### src/rtl/serial_adder_host.sv
// -----------------------------------------------------------------------------
// serial_adder_host
//
// Host-side partner of a bit-serial 4-bit adder. Operand pairs arrive over a
// valid/ready handshake. They are shifted out LSB-first on line1/line2 in
// continuous 4-cycle frames that are phase-locked to the adder. The serial sum
// bits and the late overflow flag are gathered back into a parallel result
// register.
//
// The host owns the adder's reset, so both ends leave reset at frame phase 0.
//
// Optional build macro:
//   SERIAL_ADDER_HOST_CHECK_EN - builds a local A+B reference. The reference
//   is compared with every result as it is written, and chk_err is set
//   (sticky) on any mismatch. When the macro is undefined, chk_err is tied
//   to 0.
//
// Parameters:
//   FRAME_BITS  bits per frame; fixed by the adder, only 4 is legal
//
// Ports:
//   clock      in   rising-edge clock
//   reset_n    in   asynchronous active-low reset
//   adder_rst  out  synchronous active-high reset to the adder
//   op_valid   in   operand pair offered
//   op_ready   out  operand holding register empty
//   op_a       in   operand A (serialised on line1)
//   op_b       in   operand B (serialised on line2)
//   line1      out  serial A bit, registered
//   line2      out  serial B bit, registered
//   outp       in   serial sum bit from the adder
//   overflw    in   adder overflow flag for the previous frame
//   res_valid  out  result register full
//   res_ready  in   result consumed when res_valid && res_ready
//   res_sum    out  (A+B) mod 16
//   res_ovf    out  carry out of bit 3
//   res_lost   out  sticky: an unconsumed result was overwritten
//   chk_err    out  sticky self-check mismatch
// -----------------------------------------------------------------------------
module serial_adder_host #(
  parameter int FRAME_BITS = 4
) (
  input  logic                  clock,
  input  logic                  reset_n,
  output logic                  adder_rst,
  input  logic                  op_valid,
  output logic                  op_ready,
  input  logic [FRAME_BITS-1:0] op_a,
  input  logic [FRAME_BITS-1:0] op_b,
  output logic                  line1,
  output logic                  line2,
  input  logic                  outp,
  input  logic                  overflw,
  output logic                  res_valid,
  input  logic                  res_ready,
  output logic [FRAME_BITS-1:0] res_sum,
  output logic                  res_ovf,
  output logic                  res_lost,
  output logic                  chk_err
);

  // Startup sequencing: hold the adder in reset for exactly one edge after
  // reset_n releases. Frames then run forever.
  typedef enum logic {
    ST_ADDER_RST,
    ST_RUN
  } ctrl_state_t;

  ctrl_state_t state_q, state_d;

  logic [1:0]            phase;
  logic                  running;
  logic                  frame_end;
  logic                  new_result;

  logic                  hold_full;
  logic [FRAME_BITS-1:0] hold_a;
  logic [FRAME_BITS-1:0] hold_b;

  logic [FRAME_BITS-2:0] a_sr;
  logic [FRAME_BITS-2:0] b_sr;
  logic                  cur_real;
  logic                  cap_real;
  logic [FRAME_BITS-1:0] sum_sr;
  logic [1:0]            cap_idx;

  logic                  op_hs;
  logic                  res_hs;

  assign op_hs  = op_valid && op_ready;
  assign res_hs = res_valid && res_ready;

  always_ff @(posedge clock or negedge reset_n) begin
    if (!reset_n) begin
      state_q <= ST_ADDER_RST;
    end else begin
      state_q <= state_d;
    end
  end

  // frame_end marks the edge that closes phase 3. new_result marks the edge
  // that closes phase 1. By then the previous frame's four sum bits and its
  // overflow flag have all arrived.
  always_comb begin
    state_d    = state_q;
    adder_rst  = 1'b0;
    running    = 1'b0;
    frame_end  = 1'b0;
    new_result = 1'b0;
    case (state_q)
      ST_ADDER_RST: begin
        adder_rst = 1'b1;
        state_d   = ST_RUN;
      end
      ST_RUN: begin
        running    = 1'b1;
        frame_end  = (phase == 2'd3);
        new_result = (phase == 2'd1) && cap_real;
      end
      default: begin
        state_d = ST_ADDER_RST;
      end
    endcase
  end

  // The phase counter stays at 0 through the adder-reset edge. After that it
  // free-runs and never stalls.
  always_ff @(posedge clock or negedge reset_n) begin
    if (!reset_n) begin
      phase <= 2'd0;
    end else if (running) begin
      phase <= phase + 2'd1;
    end
  end

  // Operand holding register. It drains only at a frame boundary.
  always_ff @(posedge clock or negedge reset_n) begin
    if (!reset_n) begin
      op_ready  <= 1'b0;
      hold_full <= 1'b0;
      hold_a    <= '0;
      hold_b    <= '0;
    end else begin
      if (state_q == ST_ADDER_RST) begin
        op_ready <= 1'b1;
      end else if (op_hs) begin
        op_ready  <= 1'b0;
        hold_full <= 1'b1;
        hold_a    <= op_a;
        hold_b    <= op_b;
      end else if (frame_end && hold_full) begin
        op_ready  <= 1'b1;
        hold_full <= 1'b0;
      end
    end
  end

  // Bit 0 goes straight onto the lines at the frame boundary. The upper bits
  // wait in the shift registers. An empty holding register produces an idle
  // frame of zeros.
  always_ff @(posedge clock or negedge reset_n) begin
    if (!reset_n) begin
      line1    <= 1'b0;
      line2    <= 1'b0;
      a_sr     <= '0;
      b_sr     <= '0;
      cur_real <= 1'b0;
      cap_real <= 1'b0;
    end else if (frame_end) begin
      line1    <= hold_full & hold_a[0];
      line2    <= hold_full & hold_b[0];
      a_sr     <= hold_full ? hold_a[FRAME_BITS-1:1] : '0;
      b_sr     <= hold_full ? hold_b[FRAME_BITS-1:1] : '0;
      cur_real <= hold_full;
      cap_real <= cur_real;
    end else if (running) begin
      line1 <= a_sr[0];
      line2 <= b_sr[0];
      a_sr  <= {1'b0, a_sr[FRAME_BITS-2:1]};
      b_sr  <= {1'b0, b_sr[FRAME_BITS-2:1]};
    end
  end

  // The adder registers each sum bit one edge after sampling. The bit that
  // arrives at the edge closing phase p is therefore bit p-1 (mod 4). The
  // next frame's bit 0 replaces sum_sr[0] on the same edge that reads out
  // the full previous sum.
  assign cap_idx = phase - 2'd1;

  always_ff @(posedge clock or negedge reset_n) begin
    if (!reset_n) begin
      sum_sr <= '0;
    end else if (running) begin
      sum_sr[cap_idx] <= outp;
    end
  end

  // When a new result coincides with a handshake, the new result wins and
  // nothing is counted as lost.
  always_ff @(posedge clock or negedge reset_n) begin
    if (!reset_n) begin
      res_valid <= 1'b0;
      res_sum   <= '0;
      res_ovf   <= 1'b0;
      res_lost  <= 1'b0;
    end else if (new_result) begin
      res_valid <= 1'b1;
      res_sum   <= sum_sr;
      res_ovf   <= overflw;
      if (res_valid && !res_ready) begin
        res_lost <= 1'b1;
      end
    end else if (res_hs) begin
      res_valid <= 1'b0;
    end
  end

`ifdef SERIAL_ADDER_HOST_CHECK_EN
  // Two reference entries travel alongside the real/idle tags: one for the
  // frame on the lines and one for the frame being collected.
  logic [FRAME_BITS:0] cur_exp;
  logic [FRAME_BITS:0] cap_exp;
  logic                chk_err_q;

  always_ff @(posedge clock or negedge reset_n) begin
    if (!reset_n) begin
      cur_exp   <= '0;
      cap_exp   <= '0;
      chk_err_q <= 1'b0;
    end else begin
      if (frame_end) begin
        cur_exp <= hold_full ? ({1'b0, hold_a} + {1'b0, hold_b}) : '0;
        cap_exp <= cur_exp;
      end
      if (new_result && ({overflw, sum_sr} != cap_exp)) begin
        chk_err_q <= 1'b1;
      end
    end
  end

  assign chk_err = chk_err_q;
`else
  assign chk_err = 1'b0;
`endif

endmodule
### config.mk
export PLATFORM = sky130hd
export DESIGN_NAME = serial_adder_host
export DESIGN_NICKNAME = d
export VERILOG_FILES = /design/src/rtl/serial_adder_host.sv
export SDC_FILE = /design/constraint.sdc
export NUM_CORES = 1
export LEC_CHECK = 0
export CORE_MARGIN = 1.5
export CORE_UTILIZATION = 39
export CTS_CLUSTER_SIZE = 14
export DETAILED_ROUTE_END_ITERATION = 7
export DONT_BUFFER_PORTS = 1
export GPL_ROUTABILITY_DRIVEN = 0
export PLACE_DENSITY = 0.65
export SYNTH_ARGS = -nofsm -noshare
export SYNTH_HDL_FRONTEND = slang
export SYNTH_SLANG_ARGS = --single-unit
### constraint.sdc
create_clock -name clock -period 1.25 [get_ports clock]
set_clock_uncertainty 0.1 [all_clocks]
set_input_delay 0.25 -clock clock [delete_from_list [all_inputs] [get_ports clock]]
set_output_delay 0.25 -clock clock [all_outputs]
set_load 0.05 [all_outputs]
==> reports/metrics.csv, run 1 <==
stage,metric,value,unit
worst_setup_path,Worst Path Required,1310,ps
power,Final Power,0.00499,W
clock_network,CTS tree,done,
clock_network,Max clock buf depth,2,
power,peak supply drop,1.15,mV
routing,"antenna viol nets, final",0,
cells_and_area,fill cell count,284,
cells_and_area,antenna cells,0,
timing,max frequency,719,MHz
global_route,first-pass GRT wire length,4840,µm
power,Switching Power,0.00192,W
global_route,vias in the first global route,969,
synthesis,Mapped Cells,115,
routing,Starting DRT DRC Count,20,
routing,vias per inst,5.05,
floorplanning,full die area,4100,µm²
synthesis,Syn Area/Cell,12.6,µm²
synthesis,post-synthesis sequential area ratio,58.5,%
power,Clock power frac,14.8,%
floorplanning,Die W,64.1,µm
synthesis,Synth async-reset ratio,100,%
clock_network,CTS Buf Count,5,
timing,fin worst setup slack,-141,ps
worst_setup_path,Worst setup EP type,flop,
cells_and_area,multi-input combinational cell area,757,µm²
worst_setup_path,worst path bufs/invs,2,
worst_setup_path,crit path kind,reg -> reg,
synthesis,Post-synth EDFFs,0,
power,Gate power share,45.3,%
routing,number of remaining DRC errors,0,
power,Net Sw Frac,38.5,%
placed_design,count of input and output buffers,0,
synthesis,top cell type by total area after synthesis,dfrtp_1,
clock_network,clock-pin slew on the worst setup and hold paths,60,ps
cells_and_area,storage element area,856,µm²
cells_and_area,fraction of layout cells with a size suffix above 1,53.6,%
cells_and_area,layout net count,159,
clock_network,clock sink total,34,
synthesis,syn nets,134,
synthesis,Netlist cell types,23,
routing,wire length per cell,15.6,µm
clock_network,clk root buf,clkbuf_8,
worst_setup_path,crit path max fanout,3,
power,internal cell power,0.00307,W
cells_and_area,final core occ,59.1,%
power,P per Cell Area,2450,nW/µm²
synthesis,Synth warnings,0,
outcome,status,"finished, violations left",
routing,final wirelength,2900,µm
synthesis,post-synthesis instance area,1450,µm²
worst_setup_path,Crit path largest cell delay,450,ps
timing,"Slew Viols, Final",0,
synthesis,Yosys reg bits,34,
synthesis,"top cells by area, synth","dfrtp_1, mux2_2, ha_1",
worst_setup_path,CP cell instances,clkinv_4 -> buf_12 -> ha_4 -> nand2_2 -> mux2_4,
outcome,violated checks,negative setup slack,
power,Reg power frac,39.9,%
routing,Via Count,939,
synthesis,most common cell in the netlist,dfrtp_1,
synthesis,post-synth top area share,58.5,%
power,static leakage,0.907,nW
global_route,initial antenna violation count,0,
cells_and_area,Syn-to-layout area delta,39.8,%
timing,crit share post-route,111,%
clock_network,H-tree Lvls,2,
floorplanning,Core Region,3440,µm²
synthesis,top_reg_cell synth,dfrtp_1,
timing,RSZ-0062 raised after global routing,true,
timing,"Hold Vio Cnt, Final",0,
timing,Final min period,1390,ps
worst_setup_path,CP max-delay cell,dfrtp_2,
worst_setup_path,cell family with most CP delay,flip-flops,
placed_design,DP HPWL,1750,µm
worst_hold_path,HP Class,in -> reg,
global_route,GRT Total Usage,15.4,%
clock_network,Clock Latency Late Sink,270,ps
worst_setup_path,"Data arrival, critical path",1450,ps
run,max cap viols,0,
synthesis,synth cell count leaders,"dfrtp_1, mux2_2, nand2b_1",
global_route,largest net degree at the start of global routing,35,
worst_setup_path,CP Launch Type,flop,
routing,Pre-antenna DRT Iters,4,
global_route,grt ovf,0,
timing,# setup viols final,27,
floorplanning,Die Height,64.1,µm
floorplanning,starting density of the core,42.2,%
floorplanning,IO Count,26,
floorplanning,num rows,21,
==> per-layer routing <==
layer | global-route usage [%] | vias to the layer above | part of all wire [%]
li1 | - | 437 | -
met1 | 19.5 | 482 | 45
met2 | 25.1 | 18 | 50
met3 | 4.75 | 2 | 3.6
met4 | 4.89 | 0 | 1.0
met5 | 0 | - | 0
==> timing repair <==
item / in CTS / in global routing
setup endpoints to repair: 23 / 31
hold endpoints to repair: 34 / 0
gates resized for setup: 40 / 17
buffers inserted: 5 / 2
pin swaps: 13 / 9
hold buffers: 2 / 0
==> layout by cell type (no fill, tap or decap), types with 4 or more instances in the layout <==
cell type	n
buf_12	4
buf_6	7
o21ai_1	4
dfrtp_2	4
clkbuf_8	5
nand3_1	5
nand2b_4	6
nand2_2	4
ha_4	5
mux2_4	17
a31oi_1	5
dfrtp_1	30
buf_4	11
nor2_1	6
==> metrics by stage <==
stage                     hold slack (ps)  cell area (µm²)  setup WS [ps]  TNS, ps  instances
after CTS                            17.8             1940           -127    -1440        184
after global placement               -145             1610          -57.1     -400        170
after floorplan                      -146             1470          -11.7    -37.4        115
final                                23.1             2030           -141    -1630        186
after global routing                 6.92             2030           -187    -2810        186
after detailed placement             -145             1610          -92.3    -1100        170
==> area by class of cell <==
class / count / area share, %
multi-input cells: 70 / 37.2
well taps: 46 / 2.83
flip-flops and latches: 34 / 42.1
inverters: 5 / 1.48
clock buffers: 7 / 3.75
repair buffers: 24 / 12.6
==> flip-flops by register name, indices dropped and copies added (netlist names), 2 cells and up <==
register / flops
a_sr: 3
b_sr: 3
hold_a: 4
hold_b: 4
phase: 2
res_sum: 4
sum_sr: 4
==> logic make-up after synthesis <==
| group | share of synthesized area [%] |
|---|---|
| and+or+nand+nor | 12.0 |
| adders and majority gates | 4.30 |
| xor gates and xnor gates | 0.603 |
| DFF | 58.5 |
| muxes | 14.7 |
| other | 0.517 |
| buffers and inverters | 3.87 |
| AOI/OAI and AO/OA | 5.42 |
==> power groups by stage <==
stage / Sequential [W] / Combinational [W] / Clock, W
floorplan: 0.00223 / 0.000744 / 0
global placement: 0.00185 / 0.00150 / 0
detailed placement: 0.00189 / 0.00155 / 0
CTS: 0.00196 / 0.00202 / 0.000748
global route: 0.00204 / 0.00240 / 0.000808
finish: 0.00199 / 0.00226 / 0.000736
==> final timing paths <==
path	from	to	slack (ps)	cells past startpoint
setup / recovery	phase[1]	sum_sr[3]	-140	5
hold / removal	op_a[1]	hold_a[1]	20	1
setup reg to reg	phase[1]	sum_sr[3]	-140	5
hold reg to reg	hold_b[3]	hold_b[3]	410	1
max in group asynchronous	reset_n	phase[0]	540	2
min in group asynchronous	reset_n	res_sum[3]	320	2
(Power assumes the default switching activity.)
==> inputs of run 2 (changes only) <==
--- a/config.mk
+++ b/config.mk
@@ -12,6 +12,7 @@
 export DONT_BUFFER_PORTS = 1
 export GPL_ROUTABILITY_DRIVEN = 0
 export PLACE_DENSITY = 0.65
+export SLEW_MARGIN = 15
 export SYNTH_ARGS = -nofsm -noshare
 export SYNTH_HDL_FRONTEND = slang
 export SYNTH_SLANG_ARGS = --single-unit
==> results of run 2 <==
No change in the layout: final DEF, timing and power equal those of run 1.
